===== src/rtl/fa_cache_tag_controller.sv =====
// fa_cache_tag_controller
// Fully-associative tag store plus miss sequencer that sits in front of a
// FIFO replacement-policy controller. A lookup compares the registered tag
// against every valid entry. On a hit, the matching slot is returned. On a
// miss, the block pulses the policy controller and takes the victim slot.
// It then requests a fill, installs the tag once the fill is acknowledged,
// and responds.
//
// Optional feature macro: FA_CACHE_TAG_STATS_EN
//   When defined, adds hit_count_o / miss_count_o. These are saturating
//   response counters, cleared by reset and by an honoured flush.
//
// Ports
//   clock_i, reset_i            clock, synchronous active-high reset
//   req_valid_i/req_ready_o     lookup request handshake, req_tag_i payload
//   flush_i                     invalidate all entries (IDLE only)
//   resp_valid_o                one-cycle response pulse; resp_hit_o/resp_addr_o
//                               hold their value until the next response
//   miss_o                      one-cycle pulse to policy controller miss_i
//   repl_done_i/repl_addr_i     policy controller done_o/addr_o
//   fill_req_o/fill_ack_i       fill handshake; fill_tag_o/fill_addr_o stay stable
//   state_dbg_o                 current FSM state encoding
//   hit_count_o/miss_count_o    (FA_CACHE_TAG_STATS_EN only) response counters
//
// Handshakes: a request transfers on a clock edge where req_valid_i and
// req_ready_o are both 1. req_ready_o is 1 only in IDLE with flush_i low.
// A fill completes on a clock edge where fill_req_o and fill_ack_i are both
// 1. fill_ack_i is ignored at any other time.
module fa_cache_tag_controller #(
  parameter int CACHE_BLOCK_CAPACITY = 16,
  parameter int BW_TAG               = 24,
  parameter int BW_CACHE_CAPACITY    = $clog2(CACHE_BLOCK_CAPACITY)
) (
  input  logic                         clock_i,
  input  logic                         reset_i,
  input  logic                         req_valid_i,
  output logic                         req_ready_o,
  input  logic [BW_TAG-1:0]            req_tag_i,
  input  logic                         flush_i,
  output logic                         resp_valid_o,
  output logic                         resp_hit_o,
  output logic [BW_CACHE_CAPACITY-1:0] resp_addr_o,
  output logic                         miss_o,
  input  logic                         repl_done_i,
  input  logic [BW_CACHE_CAPACITY-1:0] repl_addr_i,
  output logic                         fill_req_o,
  output logic [BW_TAG-1:0]            fill_tag_o,
  output logic [BW_CACHE_CAPACITY-1:0] fill_addr_o,
  input  logic                         fill_ack_i,
`ifdef FA_CACHE_TAG_STATS_EN
  output logic [31:0]                  hit_count_o,
  output logic [31:0]                  miss_count_o,
`endif
  output logic [2:0]                   state_dbg_o
);

  typedef enum logic [2:0] {
    ST_IDLE      = 3'd0,
    ST_COMPARE   = 3'd1,
    ST_MISS      = 3'd2,
    ST_WAIT_REPL = 3'd3,
    ST_FILL      = 3'd4,
    ST_RESP      = 3'd5
  } state_t;

  state_t state_q, state_d;

  logic [BW_TAG-1:0]               tag_mem [CACHE_BLOCK_CAPACITY];
  logic [CACHE_BLOCK_CAPACITY-1:0] valid_q;
  logic [BW_TAG-1:0]               tag_q;
  logic [BW_CACHE_CAPACITY-1:0]    slot_q;
  logic                            resp_hit_q;
  logic [BW_CACHE_CAPACITY-1:0]    resp_addr_q;

  logic                            hit;
  logic [BW_CACHE_CAPACITY-1:0]    hit_idx;

  // Scan from high to low so that the lowest matching index is written last.
  // This only matters if duplicate tags ever exist, which should not happen.
  always_comb begin
    hit     = 1'b0;
    hit_idx = '0;
    for (int i = CACHE_BLOCK_CAPACITY - 1; i >= 0; i--) begin
      if (valid_q[i] && (tag_mem[i] == tag_q)) begin
        hit     = 1'b1;
        hit_idx = i[BW_CACHE_CAPACITY-1:0];
      end
    end
  end

  always_ff @(posedge clock_i) begin
    if (reset_i) state_q <= ST_IDLE;
    else         state_q <= state_d;
  end

  always_comb begin
    state_d      = state_q;
    req_ready_o  = 1'b0;
    miss_o       = 1'b0;
    fill_req_o   = 1'b0;
    resp_valid_o = 1'b0;
    case (state_q)
      ST_IDLE: begin
        // Flush takes priority, so no request is accepted in a flush cycle.
        req_ready_o = !flush_i;
        if (!flush_i && req_valid_i) state_d = ST_COMPARE;
      end
      ST_COMPARE:   state_d = hit ? ST_RESP : ST_MISS;
      ST_MISS: begin
        miss_o  = 1'b1;
        state_d = ST_WAIT_REPL;
      end
      // repl_done_i is a level that stays high after the first miss.
      // It is therefore only looked at in this state.
      ST_WAIT_REPL: if (repl_done_i) state_d = ST_FILL;
      ST_FILL: begin
        fill_req_o = 1'b1;
        if (fill_ack_i) state_d = ST_RESP;
      end
      ST_RESP: begin
        resp_valid_o = 1'b1;
        state_d      = ST_IDLE;
      end
      default: state_d = ST_IDLE;
    endcase
  end

  always_ff @(posedge clock_i) begin
    if (reset_i) begin
      valid_q     <= '0;
      tag_q       <= '0;
      slot_q      <= '0;
      resp_hit_q  <= 1'b0;
      resp_addr_q <= '0;
    end else begin
      case (state_q)
        ST_IDLE: begin
          if (flush_i)          valid_q <= '0;
          else if (req_valid_i) tag_q   <= req_tag_i;
        end
        ST_COMPARE: begin
          if (hit) begin
            resp_hit_q  <= 1'b1;
            resp_addr_q <= hit_idx;
          end
        end
        ST_WAIT_REPL: if (repl_done_i) slot_q <= repl_addr_i;
        ST_FILL: begin
          if (fill_ack_i) begin
            valid_q[slot_q] <= 1'b1;
            resp_hit_q      <= 1'b0;
            resp_addr_q     <= slot_q;
          end
        end
        default: ;
      endcase
    end
  end

  // Tag storage needs no reset: an entry is never read while its valid bit is clear.
  always_ff @(posedge clock_i) begin
    if (!reset_i && (state_q == ST_FILL) && fill_ack_i) tag_mem[slot_q] <= tag_q;
  end

  assign resp_hit_o  = resp_hit_q;
  assign resp_addr_o = resp_addr_q;
  assign fill_tag_o  = tag_q;
  assign fill_addr_o = slot_q;
  assign state_dbg_o = state_q;

`ifdef FA_CACHE_TAG_STATS_EN
  logic [31:0] hit_cnt_q, miss_cnt_q;

  always_ff @(posedge clock_i) begin
    if (reset_i || ((state_q == ST_IDLE) && flush_i)) begin
      hit_cnt_q  <= '0;
      miss_cnt_q <= '0;
    end else if (resp_valid_o) begin
      if (resp_hit_q && (hit_cnt_q != 32'hFFFF_FFFF))   hit_cnt_q  <= hit_cnt_q + 32'd1;
      if (!resp_hit_q && (miss_cnt_q != 32'hFFFF_FFFF)) miss_cnt_q <= miss_cnt_q + 32'd1;
    end
  end

  assign hit_count_o  = hit_cnt_q;
  assign miss_count_o = miss_cnt_q;
`endif

endmodule


===== config.mk =====
export PLATFORM = sky130hd
export DESIGN_NAME = fa_cache_tag_controller
export DESIGN_NICKNAME = d
export VERILOG_FILES = /design/src/rtl/fa_cache_tag_controller.sv
export SDC_FILE = /design/constraint.sdc
export NUM_CORES = 1
export LEC_CHECK = 0
export ABC_AREA = 1
export BUFFER_PORTS_ARGS = -buffer_cell sky130_fd_sc_hd__clkbuf_2
export CAP_MARGIN = 40
export CORE_MARGIN = 2
export CORE_UTILIZATION = 25
export CTS_BUF_LIST = sky130_fd_sc_hd__clkbuf_8
export DETAILED_ROUTE_END_ITERATION = 10
export GPL_TIMING_DRIVEN = 1
export PLACE_DENSITY = 0.42
export SYNTH_ARGS = -nofsm -noshare
export SYNTH_HDL_FRONTEND = slang
export SYNTH_SLANG_ARGS = --single-unit

===== constraint.sdc =====
create_clock -name clock_i -period 9.6 [get_ports clock_i]
set_input_delay 0.48 -clock clock_i [delete_from_list [all_inputs] [get_ports clock_i]]
set_output_delay 0.48 -clock clock_i [all_outputs]
set_load 0.01 [all_outputs]

==> impl_metrics.json <==
{
  "post-route-period-util_pct": 37.6,
  "grt_pass1_wl_mm": 93.6,
  "end_kind": "flop",
  "hold_viol": 0,
  "placement_rows": 101,
  "synthesis.nets": 1709,
  "ir_drop_v": 0.0000817,
  "grt.total_usage_pct": 16.6,
  "p_int_mw": 3.19,
  "dpl_cell_area_um2": 20700,
  "yosys.area.top_type": "edfxtp_1",
  "port_buffers": 73,
  "switching_share_pct": 28.2,
  "ys.flop_type": "edfxtp_1",
  "synthSimpleGateAreaFrac_pct": 14.7,
  "drt-total-wl_mm": 65.9,
  "worst_hold_path_type": "in -> reg",
  "synth_common_cells": "384 x edfxtp_1, 303 x nand2_1, 130 x nor2_1",
  "synth_cell_types": 45,
  "cp_slowest_cell": "inv_1",
  "pwr-share-clk_pct": 39.3,
  "cts_tree": "done",
  "grt_max_degree": 49,
  "post_cts_resized": 0,
  "syn_area_um2": 19100,
  "regArea_um2": 12600,
  "wl_per_cell_um": 23.1,
  "critPathLaunchType": "flop",
  "cp_slowest_stage_delay_ns": 0.58,
  "cts.clk_slew.worst_paths_ns": 0.07,
  "cts_sinks": 436,
  "multi_input_area_um2": 5540,
  "reg2reg_slack_ns": 5.99,
  "synthMuxAreaShare_pct": 0,
  "synth_top_family_by_area": "simple AND/OR/NAND/NOR gates",
  "status": "finished clean",
  "fin_worst_skew_ns": 0.0312,
  "overflow": 0,
  "slew_viol_final": 0,
  "crit_type": "reg -> reg",
  "yosys_warnings": 0,
  "io_pins": 74,
  "yosysTopAreaCellShare_pct": 60.5,
  "fin_setup_tns_ns": 0,
  "crit_path_frequent_cell": "nand2_1",
  "synth_seq_cells": 436,
  "cts_root_buf": "clkbuf_8",
  "worstPathArrival_ns": 4.20,
  "htreeDepth": 3,
  "grt_pass1_vias": 13302,
  "synth_area_leaders": "edfxtp_1 61%, nand2_1 6.0%, dfxtp_1 5.5%",
  "fmax_mhz": 277,
  "syn_area_per_cell_um2": 11.4,
  "area_growth_pct": 16.8,
  "max-slew-margin-rel_pct": 42.5,
  "combPwrFrac_pct": 12.9,
  "synth_fa_ha_area_share_pct": 0,
  "fillers": 7750,
  "rsz0062_at_grt": "false",
  "num_vias": 13549,
  "final_nets": 1840,
  "initial_core_util_pct": 25.2,
  "synth.yosys.seq_area_share_pct": 66.0,
  "maxCapViolations": 0,
  "synthXorXnorAreaFrac_pct": 4.97,
  "ctsLongestPathBuffers": 3,
  "drcViolationCount": 0,
  "synthMostInstantiatedCell": "edfxtp_1",
  "required_ns": 10.19,
  "place_hpwl_mm": 40.0,
  "drive_gt1_share_pct": 17.1,
  "hold_buffers": 1,
  "cp_max_fo": 20,
  "dr.pass1.iters": 7,
  "drt.antenna.violating_nets": 0,
  "power_leakage_nw": 8.10,
  "worstMarginPinSlew_ns": 0.861,
  "grt_use_met2_pct": 26.5,
  "post-route-min-period_ns": 3.61,
  "grt_util_met3_pct": 3.29,
  "finalSetupViolCount": 0,
  "synth_edf_count": 384,
  "gp_congestion": 0.801,
  "cpLargestDelayFamily": "buffers and inverters",
  "cellPowerDensity_nw_per_um2": 200,
  "design.die.area_um2": 78400,
  "insertion_delay_ns": 0.67,
  "final_area_um2": 22200,
  "seqPwrFrac_pct": 47.8,
  "post_cts_buffers": 0,
  "syn_inst": 1675,
  "numCtsBuffers": 79,
  "crit_buf_inv": 4,
  "path_cells": "buf_4, inv_1, buf_4, nand2_1, nand2_1, nor2_1, nand2_1, nor2_1, nand2_1, nor2_1, a21oi_1, nand2_1, nor2_2, nand3_2, nand2_4, clkinv_4, nand3_2, nand2_1, nor2_1",
  "synth-async-reset-ratio_pct": 0,
  "core_area_um2": 75700,
  "synth_compound_area_share_pct": 8.98,
  "die_h_um": 280,
  "net-switching-power_mw": 1.26,
  "drt_iter0_drc": 1222,
  "top_usage_layer": "met2",
  "die_w_um": 280,
  "antenna_found_initial": 1,
  "vias_per_cell": 4.76,
  "grt_use_met1_pct": 22.8
}
==> area by class of cell <==
cell class	count	area share [%]
sequential	436	56.5
multi-input combinational	1020	24.9
clock buffer	90	5.57
tap	978	5.50
timing repair buffer	124	3.59
inverter	145	2.49
clock inverter	54	1.40
antenna	1	0.0112
==> cells by family after synthesis <==
family / after synthesis
buffers and inverters: 219
AND/OR/NAND/NOR: 629
XOR/XNOR: 108
flip-flops: 436
AO/OA/AOI/OAI: 283
==> registers in the layout, indices dropped and copies added, names as in the netlist <==
register and flops:
tag_mem 384, fill_tag_o 24, valid_q 16, fill_addr_o 4, resp_addr_o 4, state_dbg_o 3, resp_hit_o 1
==> placed cells by master, fill, tap and decap left out, drive strengths merged, types with 50 or more instances in the layout <==
cell    Yosys  routed
inv       144     164
dfxtp      52      52
edfxtp    384     384
o21ai     109     109
buf        57      50
a21oi      57      57
nor2      135     135
clkbuf     17     163
nand2     308     308
xor2       60      60
==> per-layer routing <==
layer	part of all wire, %	routed length (um)
met5	0	0
met4	2.6	1740
met1	46	30200
met3	5.9	3920
met2	46	30000
==> worst min-delay path, cell delays in order <==
cell      delay (ns)
clkbuf_2        0.07
o21ai_0         0.07
a21oi_1         0.10
==> final timing paths <==
check,from,endpoint,depth (start not counted)
hold reg to reg,valid_q[12],valid_q[12],2
hold / removal,req_tag_i[11],fill_tag_o[11],3
setup / recovery,fill_tag_o[3],resp_addr_o[2],19
setup reg to reg,fill_tag_o[3],resp_addr_o[2],19
==> metrics by stage <==
stage               hold WS (ns)  worst slack, ns  util, %  instances  power [mW]
finish                    0.0970             5.99     29.4       2848        4.45
global route              0.0636             5.74     29.4       2847        4.63
CTS                       0.0559             6.03     29.4       2847        4.50
detailed placement         0.449             6.08     27.3       2702        2.75
global placement           0.454             5.94     27.2       2697        2.74
floorplan                  0.426             6.18        -       1675        2.49
==> power by group through the flow <==
stage	logic, mW	clock network, mW	registers, mW
final	0.574	1.75	2.13
after detailed placement	0.578	0	2.17
after floorplan	0.288	0	2.20
after global placement	0.566	0	2.17
after CTS	0.580	1.79	2.13
after global routing	0.622	1.88	2.13
(Power assumes the default switching activity.)
